--- src/rtl/ps2_scan_sequencer_pkg.sv ---
// ==========================================================================
// ps2_pkg : shared constants and types for the PS/2 scan-code sequencer
// Revision: 1.0
// ==========================================================================
`default_nettype none

package ps2_pkg;

    localparam logic [7:0] PS2_PFX_EXT = 8'hE0;
    localparam logic [7:0] PS2_PFX_BRK = 8'hF0;
    localparam logic [7:0] PS2_ERR_LO  = 8'h00;
    localparam logic [7:0] PS2_ERR_HI  = 8'hFF;

    typedef enum logic [1:0] {
        IDLE   = 2'd0,
        ACK    = 2'd1,
        DECODE = 2'd2,
        EMIT   = 2'd3
    } seq_state_t;

    typedef struct packed {
        logic       ext;
        logic       brk;
        logic [7:0] code;
    } key_event_t;

endpackage

`default_nettype wire

--- src/rtl/ps2_scan_sequencer.sv ---
// ==========================================================================
// ps2_scan_sequencer : pops PS/2 bytes, folds E0/F0 prefixes into key events
// Optional typematic-repeat filter: define PS2_SEQ_REPEAT_FILTER_EN
// Revision: 1.0
// ==========================================================================
`default_nettype none

module ps2_scan_sequencer
    import ps2_pkg::*;
#(
    parameter int CNT_W   = 8,
    parameter int ACK_GAP = 1
) (
    input  logic             clk,
    input  logic             rst,
    input  logic [7:0]       rx_data,
    input  logic             rx_ready,
    input  logic             rx_overflow,
    output logic             rx_nextdata_n,
    output logic             ev_valid,
    input  logic             ev_ready,
    output logic [7:0]       ev_code,
    output logic             ev_ext,
    output logic             ev_break,
    output logic [CNT_W-1:0] press_count,
    output logic             rx_ovf_sticky,
    output logic             err_pulse
);

    localparam logic [1:0]       C_GAP_LAST = 2'(ACK_GAP - 1);
    localparam logic [CNT_W-1:0] C_CNT_ONE  = {{(CNT_W-1){1'b0}}, 1'b1};

    seq_state_t       r_state, w_state_next;
    logic [7:0]       r_byte, w_byte;
    logic             r_ext_f, w_ext_f;
    logic             r_brk_f, w_brk_f;
    logic [1:0]       r_gap, w_gap;
    key_event_t       r_evt, w_evt;
    logic             r_ev_valid, w_ev_valid;
    logic             r_nextdata_n, w_nextdata_n;
    logic [CNT_W-1:0] r_press_count, w_press_count;
    logic             r_ovf;
    logic             r_err, w_err;

`ifdef PS2_SEQ_REPEAT_FILTER_EN
    logic [7:0] r_held_code, w_held_code;
    logic       r_held_ext, w_held_ext;
    logic       r_held_vld, w_held_vld;
    logic       w_held_match;

    assign w_held_match = r_held_vld && (r_held_code == r_byte) && (r_held_ext == r_ext_f);
`endif

    always_comb begin
        w_state_next  = r_state;
        w_byte        = r_byte;
        w_ext_f       = r_ext_f;
        w_brk_f       = r_brk_f;
        w_gap         = r_gap;
        w_evt         = r_evt;
        w_ev_valid    = r_ev_valid;
        w_nextdata_n  = 1'b1;
        w_press_count = r_press_count;
        w_err         = 1'b0;
`ifdef PS2_SEQ_REPEAT_FILTER_EN
        w_held_code   = r_held_code;
        w_held_ext    = r_held_ext;
        w_held_vld    = r_held_vld;
`endif
        case (r_state)
            IDLE: begin
                if (rx_ready) begin
                    w_byte       = rx_data;
                    w_nextdata_n = 1'b0;
                    w_gap        = 2'd0;
                    w_state_next = ACK;
                end
            end
            // The pop-pulse cycle counts as the first gap cycle
            ACK: begin
                if (r_gap == C_GAP_LAST) begin
                    w_state_next = DECODE;
                end else begin
                    w_gap = r_gap + 2'd1;
                end
            end
            DECODE: begin
                w_state_next = IDLE;
                if (r_byte == PS2_PFX_EXT) begin
                    w_ext_f = 1'b1;
                end else if (r_byte == PS2_PFX_BRK) begin
                    w_brk_f = 1'b1;
                end else begin
                    w_ext_f = 1'b0;
                    w_brk_f = 1'b0;
                    if (r_byte == PS2_ERR_LO || r_byte == PS2_ERR_HI) begin
                        w_err = 1'b1;
`ifdef PS2_SEQ_REPEAT_FILTER_EN
                    end else if (!r_brk_f && w_held_match) begin
                        w_state_next = IDLE;
`endif
                    end else begin
                        w_evt.code   = r_byte;
                        w_evt.ext    = r_ext_f;
                        w_evt.brk    = r_brk_f;
                        w_ev_valid   = 1'b1;
                        w_state_next = EMIT;
`ifdef PS2_SEQ_REPEAT_FILTER_EN
                        if (!r_brk_f) begin
                            w_held_code = r_byte;
                            w_held_ext  = r_ext_f;
                            w_held_vld  = 1'b1;
                        end else if (w_held_match) begin
                            w_held_vld  = 1'b0;
                        end
`endif
                    end
                end
            end
            EMIT: begin
                if (ev_ready) begin
                    w_ev_valid   = 1'b0;
                    w_state_next = IDLE;
                    if (!r_evt.brk) begin
                        w_press_count = r_press_count + C_CNT_ONE;
                    end
                end
            end
            default: w_state_next = IDLE;
        endcase
    end

    always_ff @(posedge clk) begin
        if (rst) begin
            r_state <= IDLE;
        end else begin
            r_state <= w_state_next;
        end
    end

    always_ff @(posedge clk) begin
        if (rst) begin
            r_byte        <= 8'h00;
            r_ext_f       <= 1'b0;
            r_brk_f       <= 1'b0;
            r_gap         <= 2'd0;
            r_evt         <= '0;
            r_ev_valid    <= 1'b0;
            r_nextdata_n  <= 1'b1;
            r_press_count <= '0;
            r_ovf         <= 1'b0;
            r_err         <= 1'b0;
        end else begin
            r_byte        <= w_byte;
            r_ext_f       <= w_ext_f;
            r_brk_f       <= w_brk_f;
            r_gap         <= w_gap;
            r_evt         <= w_evt;
            r_ev_valid    <= w_ev_valid;
            r_nextdata_n  <= w_nextdata_n;
            r_press_count <= w_press_count;
            r_ovf         <= r_ovf | rx_overflow;
            r_err         <= w_err;
        end
    end

`ifdef PS2_SEQ_REPEAT_FILTER_EN
    always_ff @(posedge clk) begin
        if (rst) begin
            r_held_code <= 8'h00;
            r_held_ext  <= 1'b0;
            r_held_vld  <= 1'b0;
        end else begin
            r_held_code <= w_held_code;
            r_held_ext  <= w_held_ext;
            r_held_vld  <= w_held_vld;
        end
    end
`endif

    assign rx_nextdata_n = r_nextdata_n;
    assign ev_valid      = r_ev_valid;
    assign ev_code       = r_evt.code;
    assign ev_ext        = r_evt.ext;
    assign ev_break      = r_evt.brk;
    assign press_count   = r_press_count;
    assign rx_ovf_sticky = r_ovf;
    assign err_pulse     = r_err;

endmodule

`default_nettype wire

--- config.mk ---
export PLATFORM = sky130hd
export DESIGN_NAME = ps2_scan_sequencer
export DESIGN_NICKNAME = d
export VERILOG_FILES = /design/src/rtl/ps2_scan_sequencer_pkg.sv /design/src/rtl/ps2_scan_sequencer.sv
export SDC_FILE = /design/constraint.sdc
export NUM_CORES = 1
export LEC_CHECK = 0
export CAP_MARGIN = 20
export CORE_ASPECT_RATIO = 1.1
export CORE_MARGIN = 4
export CORE_UTILIZATION = 45
export DETAILED_ROUTE_END_ITERATION = 12
export GPL_TIMING_DRIVEN = 0
export PLACE_DENSITY_LB_ADDON = 0.25
export SLEW_MARGIN = 20
export SYNTH_ARGS = -nofsm -noshare
export SYNTH_HDL_FRONTEND = slang
export SYNTH_SLANG_ARGS = --single-unit
--- constraint.sdc ---
create_clock -name clk -period 1.35 [get_ports clk]
set_input_delay 0.27 -clock clk [delete_from_list [all_inputs] [get_ports clk]]
set_output_delay 0.27 -clock clk [all_outputs]
set_load 0.01 [all_outputs]
After elaboration in Yosys (flattened, before gate mapping)
Cells that the tools add are included.

$add $sub $neg: 2. $mul: 0. Div/mod/pow operators: 0. $lt $le $gt $ge: 0. Eq/ne operators: 14. Shift-type cells: 0. Multiplexer cells: 20. Bitwise operators: 7. Reductions and logical operators: 16.

Operators by type and width (number): 8-bit == test (second input constant) (3); 2-bit 2-to-1 mux (8); 2-bit inequality test (second input constant) (8); 1-bit 2-to-1 mux (9); 3-bit AND reduction (3); 8-bit by 1-bit adder with 8-bit output (second input constant) (1); 8-bit logical NOT (1); 2-bit case mux with 4 select lines (1); 1-bit inverter (6); 2-bit AND reduction (3); 5-bit AND reduction (1); 2-bit == test (second input constant) (2); 2-bit logical NOT (2); 2-bit case mux with 2 select lines (1); 4-bit AND reduction (1); 2-bit nonzero test (2); 4-bit OR reduction (1); 2-bit by 1-bit adder with 2-bit output (second input constant) (1); 2-bit by 1-bit == test with 1-bit output (second input constant) (1); 1-bit case mux with 2 select lines (1); 2-bit OR reduction (1); 1-bit logical OR (1); 1-bit OR (1).

Register bits: 36. Bits in latches: 0. Memory bits (writable): 0. ROM bits: 0. Bits of input ports: 13. Output and inout port bits: 22. Word-level logic and storage cells: 72. Memories: 0.

Depth between registers and ports, before layout
Gate-level depths: netlist of the first run.

Word-level depth: 6. Depth in mapped cells: 6. Mapped depth without buffers: 6.

Least setup slack after synthesis of the first run
OpenSTA, ideal clock, no wires.

Path kind: reg2reg. Start: register r_byte[7]. End: register r_evt, in the netlist ev_break. Setup time: 0.072 ns. Data arrival time: 1.252 ns. Data required time: 1.278 ns. Setup slack: 0.027 ns. Cell stages (with the launch flop): 6. Buffers on the path: 1. Clock period less this slack: 1.323 ns. Cells stage by stage: dfxtp_1 and3_1 and4_4 nor3_4 buf_12 mux2i_1.

Longest elaborated chain between the ends: 4. Elaborated cells on any way between the ends: 9. Classes of those cells: 3 x eq/ne; 3 x bitwise; 3 x reduce/logical.

RTL lines: from (decl) (line ps2_scan_sequencer.sv:34) `logic [7:0] r_byte, w_byte;`; from (signal assigned) (line ps2_scan_sequencer.sv:154) `r_byte <= w_byte;`; 8-bit == test or 8-bit logical NOT (tied branches) (line ps2_scan_sequencer.sv:96) `if (r_byte == PS2_ERR_LO || r_byte == PS2_ERR_HI) begin`; 1-bit logical OR (line ps2_scan_sequencer.sv:96); 1-bit inverter (no source line); 4-bit AND reduction (no source line) (*); to (signal assigned) (line ps2_scan_sequencer.sv:158) `r_evt <= w_evt;`; to (decl) (line ps2_scan_sequencer.sv:38) `key_event_t r_evt, w_evt;`.

Every way passes the cells marked *; elsewhere a longest branch is shown, timed or not. A chain may end at the register's enable or synchronous reset.

Worst setup path in the final report of the first run
Start: register r_byte[4]. End: register r_evt, in the netlist ev_code[2].

Same word-level chain as after synthesis.

==> results of run 1 <==
-- through the flow --
step	TNS (ns)	power (mW)	std cells	utilization (%)	hold WS, ns
finish	-1.58	2.69	271	68.1	0.414
global route	-2.36	2.83	271	68.1	0.441
CTS	-1.75	2.62	263	64.2	0.439
detailed placement	-5.77	1.76	249	58.9	0.460
global placement	-4.57	1.74	249	58.9	0.452
floorplan	0	1.60	168	-	0.391
-- Yosys cell counts, types with 2 or more instances --
cell and n:
dfxtp_1 36, nor2_1 22, nand2b_1 20, mux2i_1 18
a21oi_1 9, nor3_1 7, nand2_1 6, xnor2_1 4
buf_2 3, clkbuf_1 3, inv_1 3, nand3_1 3
a31oi_1 2, and3_1 2, buf_4 2, ha_1 2
o21ai_0 2, o31a_1 2, or3_1 2
-- sequential cells by signal (all words and copies together) (netlist names) --
register	flops
ev_code	8
r_brk_f	1
r_gap	2
rx_nextdata_n	1
err_pulse	1
ev_valid	1
ev_break	1
r_ext_f	1
r_state	2
r_byte	8
press_count	8
rx_ovf_sticky	1
ev_ext	1
-- metal layers --
metal | track usage, % | part of all wire (%)
met1 | 19.9 | 43
met2 | 30.1 | 51
met3 | 6.03 | 4.6
met4 | 5.76 | 1.2
met5 | 0 | 0
-- repair_timing --
action                                  4_1_cts  5_1_grt
buffers inserted                              4        9
gates cloned                                  2        0
resized for setup                            44       29
endpoints found under the setup margin       42       27
pin swaps                                     7        9
-- cell type report --
type / instances / area [um2] / share of cell area [%]
multi-input cells: 119 / 910 / 39.1
flip-flops and latches: 36 / 749 / 32.3
repair buffers: 48 / 454 / 19.5
well taps: 48 / 60.1 / 2.58
plain buffers: 8 / 58.8 / 2.53
clock buffers: 6 / 41.3 / 1.78
clock inverters: 2 / 35.0 / 1.51
inverters: 4 / 15.0 / 0.646
-- cells by family (layout without fill, tap and decap cells) --
family | Yosys count | in the layout | share of synthesized area, %
flops | 36 | 36 | 44.5
simple gates | 73 | 73 | 27.0
compound gates | 21 | 21 | 8.42
buf+inv | 13 | 68 | 4.71
fa+ha+maj | 2 | 2 | 1.55
mux | 18 | 18 | 11.1
xor+xnor | 5 | 5 | 2.70
-- critical path, stage by stage, from the launching register on --
cell and delay [ns]:
dfxtp_4 0.38, and3_1 0.18, and4_4 0.20, nor3_4 0.26, buf_6 0.18, mux2i_2 0.21
-- where the power goes --
part | leakage (nW) | internal, mW | switching [mW]
Sequential | 0.300 | 1.14 | 0.0750
Combinational | 0.685 | 0.410 | 0.310
Clock | 0.0422 | 0.388 | 0.369
Total | 1.03 | 1.94 | 0.754
-- final timing paths --
path / from / to / slack, ns / cells after the start
hold / removal: ev_ready / r_state[1] / 0.41 / 3
hold reg to reg: ev_code[5] / ev_code[5] / 0.48 / 2
setup / recovery: r_byte[4] / ev_code[2] / -0.16 / 5
setup reg to reg: r_byte[4] / ev_code[2] / -0.16 / 5
==> metrics.csv, run 1 <==
metric,value,unit
number of synthesized flops with an enable pin,0,
worst skew pair latency,0.35,ns
Worst-path clk slew,0.11,ns
critical path startpoint category,register,
H-tree Lvls,2,
most frequent cells in the layout,"nor2_1 (22), dlygate4sd2_1 (22), dfxtp_1 (21)",
"Arr. time, crit path",1.78,ns
RSZ-0062 raised after global routing,true,
Mapped Cells,168,
routed len/inst,14.1,um
total congestion overflow,0,
status,finished with violations,
share of layout cells above drive strength 1,26.9,%
"area leader, netlist",dfxtp_1,
DRT antenna net count,0,
die area,4620,um2
Slew Limit Fails,0,
PD cells,1160,nW/um2
Rel. slew slack,74.2,%
post-route cell area,2320,um2
crit path capture type,register,
Critical Path RT,1.62,ns
core area,3410,um2
hold-fix buffers at CTS,0,
Die Ht,70.9,um
DP Worst Slack,-0.342,ns
first-pass GRT wire length,6.29,mm
final clock skew,0.00895,ns
final weighted congestion in routability-driven placement,0.746,
post-DP HPWL,2.53,mm
Root Driver,clkbuf_4,
TritonRoute pass-1 iters,4,
CTS buffer count,5,
Max-Cap Viols,0,
Final WS setup,-0.157,ns
placed instance area,2010,um2
leakage power,1.03,nW
Total Routing Usage GR,17.4,%
period utilization,112,%
post-synthesis net count,183,
CTS sink cnt,36,
Slew @ Worst Pin,0.387,ns
Main synth FF type,dfxtp_1,
TritonCTS clock tree,yes,
"top cells by area, synth","dfxtp_1 (45%), mux2i_1 (11%), nand2b_1 (7.7%)",
Unique masters post-synth,39,
sequential element share of the synthesized area,44.5,%
area grow syn2layout,43.5,%
fillers,282,
"Hold Vio Cnt, Final",0,
number of synthesized register bits,36,
Final #Nets,237,
Max rail drop VDD,907,uV
Synth Cell Area,1620,um2
vias per cell,5.11,
Async SR Flop Fraction,0,%
Max Clk Rate,664,MHz
largest net degree at the start of global routing,12,
WS Path Type,reg -> reg,
Initial Util,47.4,%
1st-iter DRT viols,47,
I/O Pins,35,
"Avg Cell Area, Syn",9.64,um2
WL final,3.83,mm
Bufs on Longest Clock Path,2,
Port Buffer Count,33,
HP Class,in -> reg,
Ant. Diodes,0,
worst-path fanout max,5,
post-route minimum period,1.51,ns
Vias,1384,
Synthesis Warnings,0,
DRC,0,
antenna violations before repair,0,
Yosys top cell area share,44.5,%
failing checks,negative setup slack,
Die Wd,65.2,um
Setup-failing EPs final,13,
vias in the first global route,1341,
FP Rows,22,
No activity file was read; power rests on OpenSTA's default activity.
==> inputs of run 2 (changes only) <==
--- a/config.mk
+++ b/config.mk
@@ -11,7 +11,7 @@
 export CORE_UTILIZATION = 45
 export DETAILED_ROUTE_END_ITERATION = 12
 export GPL_TIMING_DRIVEN = 0
-export PLACE_DENSITY_LB_ADDON = 0.25
+export PLACE_DENSITY = 0.79
 export SLEW_MARGIN = 20
 export SYNTH_ARGS = -nofsm -noshare
 export SYNTH_HDL_FRONTEND = slang
==> run 2 against run 1 <==
The flow still finishes with violations (negative setup slack); clock skew is 0.0028 ns lower; sequential share of layout area rose by 0.60 points; clock-buffer cell count up 1; power shrank 4.4%; non-clock buffer count down 2; routed wire length is 1.0% lower; sequential power hardly changed; design area shrank 1.7%; largest power group unchanged; highest routed layer unchanged; via count rose by 0.94%; flip-flop and latch count unchanged; critical endpoint is now ev_break; combinational power about the same; first-iteration DRC count did not move.
==> metrics.csv, run 2 (same netlist as run 1, synthesis figures left out) <==
metric,value,unit,change
clock share of power,25.2,%,was 28.1%
post-route minimum period,1.55,ns,was 1.51 ns
Bufs on Longest Clock Path,2,,unchanged
Die Wd,65.2,um,unchanged
core area,3410,um2,unchanged
Die Ht,70.9,um,unchanged
TritonCTS clock tree,yes,,unchanged
hold path startpoint,rst,,was ev_ready
Worst-path clk slew,0.11,ns,about the same
Initial Util,47.4,%,unchanged
HP Class,in -> reg,,unchanged
Slew @ Worst Pin,0.389,ns,was 0.387 ns
most frequent cells in the layout,"nor2_1 (22), dfxtp_1 (22), dlygate4sd2_1 (22)",,"was nor2_1 (22), dlygate4sd2_1 (22), dfxtp_1 (21)"
antenna violations before repair,0,,unchanged
worst skew pair latency,0.34,ns,was 0.35 ns
WS Path Type,reg -> reg,,unchanged
RR Endpoint,ev_break,,was ev_code[2]
switching portion of total power,28.6,%,was 28.0%
Final #Nets,235,,was 237
DRT antenna net count,0,,unchanged
Rel. slew slack,74.1,%,was 74.2%
worst-path fanout max,5,,unchanged
sequential power share,46.9,%,was 45.2%
Min-Delay Endpoint,ev_code[3],,was r_state[1]
RSZ-0062 raised after global routing,true,,unchanged
combinational share of power,27.9,%,was 26.7%
R2R setup slack,-0.20,ns,was -0.16 ns
TritonRoute pass-1 iters,4,,unchanged
Ant. Diodes,0,,unchanged
PD cells,1130,nW/um2,was 1160 nW/um2
fillers,283,,was 282
final weighted congestion in routability-driven placement,0.827,,was 0.746
routed len/inst,14.1,um,about the same
leakage power,0.991,nW,was 1.03 nW
area grow syn2layout,41.1,%,was 43.5%
period utilization,115,%,was 112%
WL final,3.79,mm,was 3.83 mm
Max Clk Rate,643,MHz,was 664 MHz
vias per cell,5.21,,was 5.11
largest net degree at the start of global routing,11,,was 12
critical path startpoint category,register,,unchanged
H-tree Lvls,2,,unchanged
1st-iter DRT viols,47,,unchanged
Critical Path RT,1.62,ns,about the same
DRC,0,,unchanged
failing checks,negative setup slack,,unchanged
Total Routing Usage GR,17.7,%,was 17.4%
Port Buffer Count,33,,unchanged
crit path capture type,register,,unchanged
final clock skew,0.00612,ns,was 0.00895 ns
"Hold Vio Cnt, Final",0,,unchanged
vias in the first global route,1385,,was 1341
first-pass GRT wire length,6.35,mm,was 6.29 mm
Vias,1397,,was 1384
FP Rows,22,,unchanged
Hold Path Cell Cnt,3,,unchanged
Slew Limit Fails,0,,unchanged
Max-Cap Viols,0,,unchanged
P_int,1.84,mW,was 1.94 mW
final non-filler cell total,268,,was 271
Setup-failing EPs final,14,,was 13
status,finished with violations,,unchanged
Placed Cells incl. Taps,249,,unchanged
post-DP HPWL,2.41,mm,was 2.53 mm
total congestion overflow,0,,unchanged
share of layout cells above drive strength 1,23.6,%,was 26.9%
"Arr. time, crit path",1.82,ns,was 1.78 ns
Min Hold Slack,0.426,ns,was 0.414 ns
Final WS setup,-0.204,ns,was -0.157 ns
R2R depth,6,,was 5
RR Startpoint,r_byte[6],,was r_byte[4]
die area,4620,um2,unchanged
CTS buffer count,5,,unchanged
Max rail drop VDD,669,uV,was 907 uV
Root Driver,clkbuf_4,,unchanged
I/O Pins,35,,unchanged
Psw,737,uW,was 754 uW
hold-fix buffers at CTS,0,,unchanged
CTS sink cnt,36,,unchanged
-- run 2: cell count changes in the layout (fill, tap and decap cells not counted), sizes merged --
cell,change
dlymetal6s2s,-1
clkinv,-1
clkdlybuf4s50,+1
bufinv,-1
buf,-1
-- run 2: per-stage QoR --
stage / instance area [um2] / util (%) / TNS [ns] / power (mW) / worst slack [ns]
global placement: 2010 / 58.9 / -4.23 / 1.74 / -0.330
detailed placement: 2010 / 58.9 / -5.12 / 1.76 / -0.331
finish: 2280 / 66.9 / -1.73 / 2.58 / -0.204
global route: 2280 / 66.9 / -3.03 / 2.71 / -0.280
CTS: 2240 / 65.5 / -1.83 / 2.55 / -0.196
floorplan: 1620 / - / 0 / 1.60 / 0.0266
-- run 2: power by group through the flow --
stage               Combinational (mW)  Clock [mW]  Sequential [mW]
floorplan                        0.381           0             1.22
global placement                 0.518           0             1.22
detailed placement               0.534           0             1.22
CTS                              0.690       0.652             1.21
global route                     0.778       0.714             1.22
finish                           0.719       0.648             1.21
-- run 2: area by class of cell --
cell class,count,area [um2],area share [%]
Timing Repair Buffer,45,438,19.2
Inverter,4,15.0,0.657
Multi-Input combinational cell,119,885,38.7
Sequential cell,36,751,32.9
Buffer,9,71.3,3.12
Clock buffer,7,65.1,2.85
Tap cell,48,60.1,2.63
-- run 2: layer usage --
layer  vias up  track usage (%)  wire length (um)
li1        676                -                 -
met1       662             21.3              1570
met2        43             28.6              1890
met3        16             5.71               203
met4         0             8.29               125
met5         -                0                 0
-- run 2: how the worst max path moves through the flow --
stage	depth (start not counted)	slack (ns)	endpoint	start
final	6	-0.20	ev_break	r_byte[6]
after global routing	6	-0.28	ev_code[1]	r_byte[6]
after CTS	6	-0.20	ev_code[6]	r_byte[7]
after detailed placement	5	-0.33	press_count[7]	ev_ready
after global placement	5	-0.33	press_count[7]	ev_ready
after floorplan	5	0.03	ev_break	r_byte[7]
-- run 2: what timing repair did --
action                                  4_1_cts  5_1_grt
endpoints found under the setup margin       42       25
setup buffers                                 7        4
resized for setup                            50        9
gates cloned                                  2        0
pin swaps                                     5        7
-- run 2: critical path, cell delays in order (launching register included) --
cell and delay [ns]:
dfxtp_4 0.37, and3_4 0.20, o21a_4 0.20, nor3_4 0.29
buf_12 0.15, buf_12 0.11, mux2i_1 0.18
==> inputs of run 3 (changes only) <==
--- a/config.mk
+++ b/config.mk
@@ -11,7 +11,7 @@
 export CORE_UTILIZATION = 45
 export DETAILED_ROUTE_END_ITERATION = 12
 export GPL_TIMING_DRIVEN = 0
-export PLACE_DENSITY = 0.79
+export PLACE_DENSITY = 0.76
 export SLEW_MARGIN = 20
 export SYNTH_ARGS = -nofsm -noshare
 export SYNTH_HDL_FRONTEND = slang
==> constraint.sdc (replaced) <==
create_clock -name clk -period 1.5 [get_ports clk]
set_input_delay 0.3 -clock clk [delete_from_list [all_inputs] [get_ports clk]]
set_output_delay 0.3 -clock clk [all_outputs]
set_load 0.01 [all_outputs]
==> run 3 against run 2 <==
The flow still finishes with violations (negative setup slack); fmax is 2.8% higher; via count is 3.9% lower; flip-flop and latch count stayed put; clock power is 6.2% higher; power is 8.6% lower; routed wire length is 0.58% lower; critical path depth stayed put; non-clock buffer count is 6 lower; final cell count is 1.9% lower; design area is 4.7% lower; sequential power is 9.9% lower.
==> metrics.csv, run 3 (same netlist as run 1, synthesis figures left out) <==
metric,value,unit,change
first-pass GRT wire length,6.19,mm,was 6.35 mm
Port Buffer Count,33,,unchanged
TritonCTS clock tree,yes,,unchanged
share of layout cells above drive strength 1,20.0,%,was 23.6%
Root Driver,clkbuf_4,,unchanged
sequential power share,46.3,%,was 46.9%
period utilization,101,%,was 115%
crit path capture type,register,,unchanged
R2R depth,6,,unchanged
H-tree Lvls,2,,unchanged
Final WS setup,-0.0116,ns,was -0.204 ns
antenna violations before repair,0,,unchanged
area grow syn2layout,34.5,%,was 41.1%
final weighted congestion in routability-driven placement,0.772,,was 0.827
RSZ-0062 raised after global routing,true,,unchanged
WS Path Type,reg -> reg,,unchanged
placed instance area,2010,um2,unchanged
"Arr. time, crit path",1.80,ns,was 1.82 ns
status,finished with violations,,unchanged
Slew Limit Fails,0,,unchanged
most frequent cells in the layout,"dfxtp_1 (24), nor2_1 (22), dlygate4sd2_1 (22)",,"was nor2_1 (22), dfxtp_1 (22), dlygate4sd2_1 (22)"
"most common cell after layout, fill and taps aside",dfxtp_1,,
I/O Pins,35,,unchanged
RR Endpoint,ev_code[3],,was ev_break
Max Clk Rate,662,MHz,was 643 MHz
HP Class,in -> reg,,unchanged
Slew @ Worst Pin,0.394,ns,was 0.389 ns
hold path startpoint,rst,,unchanged
vias in the first global route,1366,,was 1385
TritonRoute pass-1 iters,4,,unchanged
post-route minimum period,1.51,ns,was 1.55 ns
DRC,0,,unchanged
Final #Nets,229,,was 235
Bufs on Longest Clock Path,2,,unchanged
failing checks,negative setup slack,,unchanged
worst-path fanout max,5,,unchanged
Min-Delay Endpoint,ev_break,,was ev_code[3]
hold-fix buffers at CTS,0,,unchanged
Hold Path Cell Cnt,3,,unchanged
Power Total,2.35,mW,was 2.58 mW
Min Hold Slack,0.438,ns,was 0.426 ns
Die Ht,70.9,um,unchanged
Ant. Diodes,0,,unchanged
CTS buffer count,5,,unchanged
core area,3410,um2,unchanged
WL final,3.77,mm,was 3.79 mm
Initial Util,47.4,%,unchanged
DP Worst Slack,-0.236,ns,was -0.331 ns
vias per cell,5.11,,was 5.21
worst skew pair latency,0.35,ns,was 0.34 ns
die area,4620,um2,unchanged
post-DP HPWL,2.65,mm,was 2.41 mm
clock share of power,29.2,%,was 25.2%
FP Rows,22,,unchanged
RR Startpoint,r_byte[4],,was r_byte[6]
Setup-failing EPs final,3,,was 14
Max-Cap Viols,0,,unchanged
"Hold Vio Cnt, Final",0,,unchanged
Vias,1343,,was 1397
combinational share of power,24.5,%,was 27.9%
Die Wd,65.2,um,unchanged
Max rail drop VDD,715,uV,was 669 uV
PD cells,1080,nW/um2,was 1130 nW/um2
critical path startpoint category,register,,unchanged
final clock skew,0.00959,ns,was 0.00612 ns
routed len/inst,14.3,um,was 14.1 um
Worst-path clk slew,0.12,ns,was 0.11 ns
DRT antenna net count,0,,unchanged
leakage power,0.917,nW,was 0.991 nW
1st-iter DRT viols,86,,was 47
post-route cell area,2180,um2,was 2280 um2
Critical Path RT,1.78,ns,was 1.62 ns
Rel. slew slack,73.7,%,was 74.1%
total congestion overflow,0,,unchanged
Total Routing Usage GR,17.3,%,was 17.7%
largest net degree at the start of global routing,13,,was 11
R2R setup slack,-0.01,ns,was -0.20 ns
CTS sink cnt,36,,unchanged
Psw,679,uW,was 737 uW
P_int,1.67,mW,was 1.84 mW
switching portion of total power,28.8,%,was 28.6%
[run 3: cell count changes in the layout (fill, tap and decap cells not counted), sizes merged]
cell	before	now
clkbuf	10	8
bufinv	0	1
clkinv	0	1
clkinvlp	0	1
buf	18	12
[run 3: power by group through the flow]
stage	sequential (mW)	combinational (mW)	clock, mW
2_1_floorplan	1.10	0.343	0
3_3_place_gp	1.10	0.467	0
3_5_place_dp	1.10	0.485	0
4_1_cts	1.09	0.545	0.703
5_1_grt	1.10	0.623	0.742
6_report	1.09	0.575	0.688
[run 3: area by class of cell]
class                   count  area, um2
flip-flops and latches     36        741
plain buffers               9       61.3
inverters                   4       15.0
fillers                   322       1230
well taps                  48       60.1
multi-input cells         119        860
clock inverters             3       42.5
clock buffers               5       37.5
repair buffers             39        362
[run 3: timing repair]
action                     4_1_cts  5_1_grt
resized for setup               36        9
pin swaps                        2        3
cloned                           1        1
hold endpoints to repair         0        0
setup buffers                    1        4
setup endpoints to repair       32       12
[run 3: metrics by stage]
| stage | setup TNS [ns] | utilization (%) | std cells |
|---|---|---|---|
| final | -0.0275 | 63.8 | 263 |
| after global routing | -0.303 | 63.8 | 263 |
| after CTS | -0.300 | 62.7 | 259 |
| after detailed placement | -2.24 | 58.9 | 249 |
| after global placement | -1.98 | 58.9 | 249 |
| after floorplan | 0 | - | 168 |
[run 3: worst max-delay path: stages (launching register included)]
cell     delay, ns
dfxtp_4       0.39
and3_1        0.19
and4_4        0.19
nor3_4        0.24
buf_12        0.15
buf_12        0.11
mux2i_1       0.18
[run 3: per-layer routing]
| layer | vias up | routed length [um] | GRT usage (%) |
|---|---|---|---|
| li1 | 666 | - | - |
| met5 | - | 0 | 0 |
| met3 | 13 | 213 | 6.98 |
| met1 | 624 | 1610 | 19.5 |
| met2 | 40 | 1840 | 28.2 |
| met4 | 0 | 109 | 8.06 |
[run 3: worst max-delay path by stage]
stage / startpoint / endpoint / slack, ns / depth (start not counted)
2_1_floorplan: r_byte[7] / ev_break / 0.18 / 5
3_3_place_gp: ev_ready / press_count[7] / -0.21 / 5
3_5_place_dp: ev_ready / press_count[7] / -0.24 / 5
4_1_cts: r_byte[7] / ev_code[3] / -0.06 / 6
5_1_grt: r_byte[4] / ev_code[0] / -0.07 / 6
6_report: r_byte[4] / ev_code[3] / -0.01 / 6
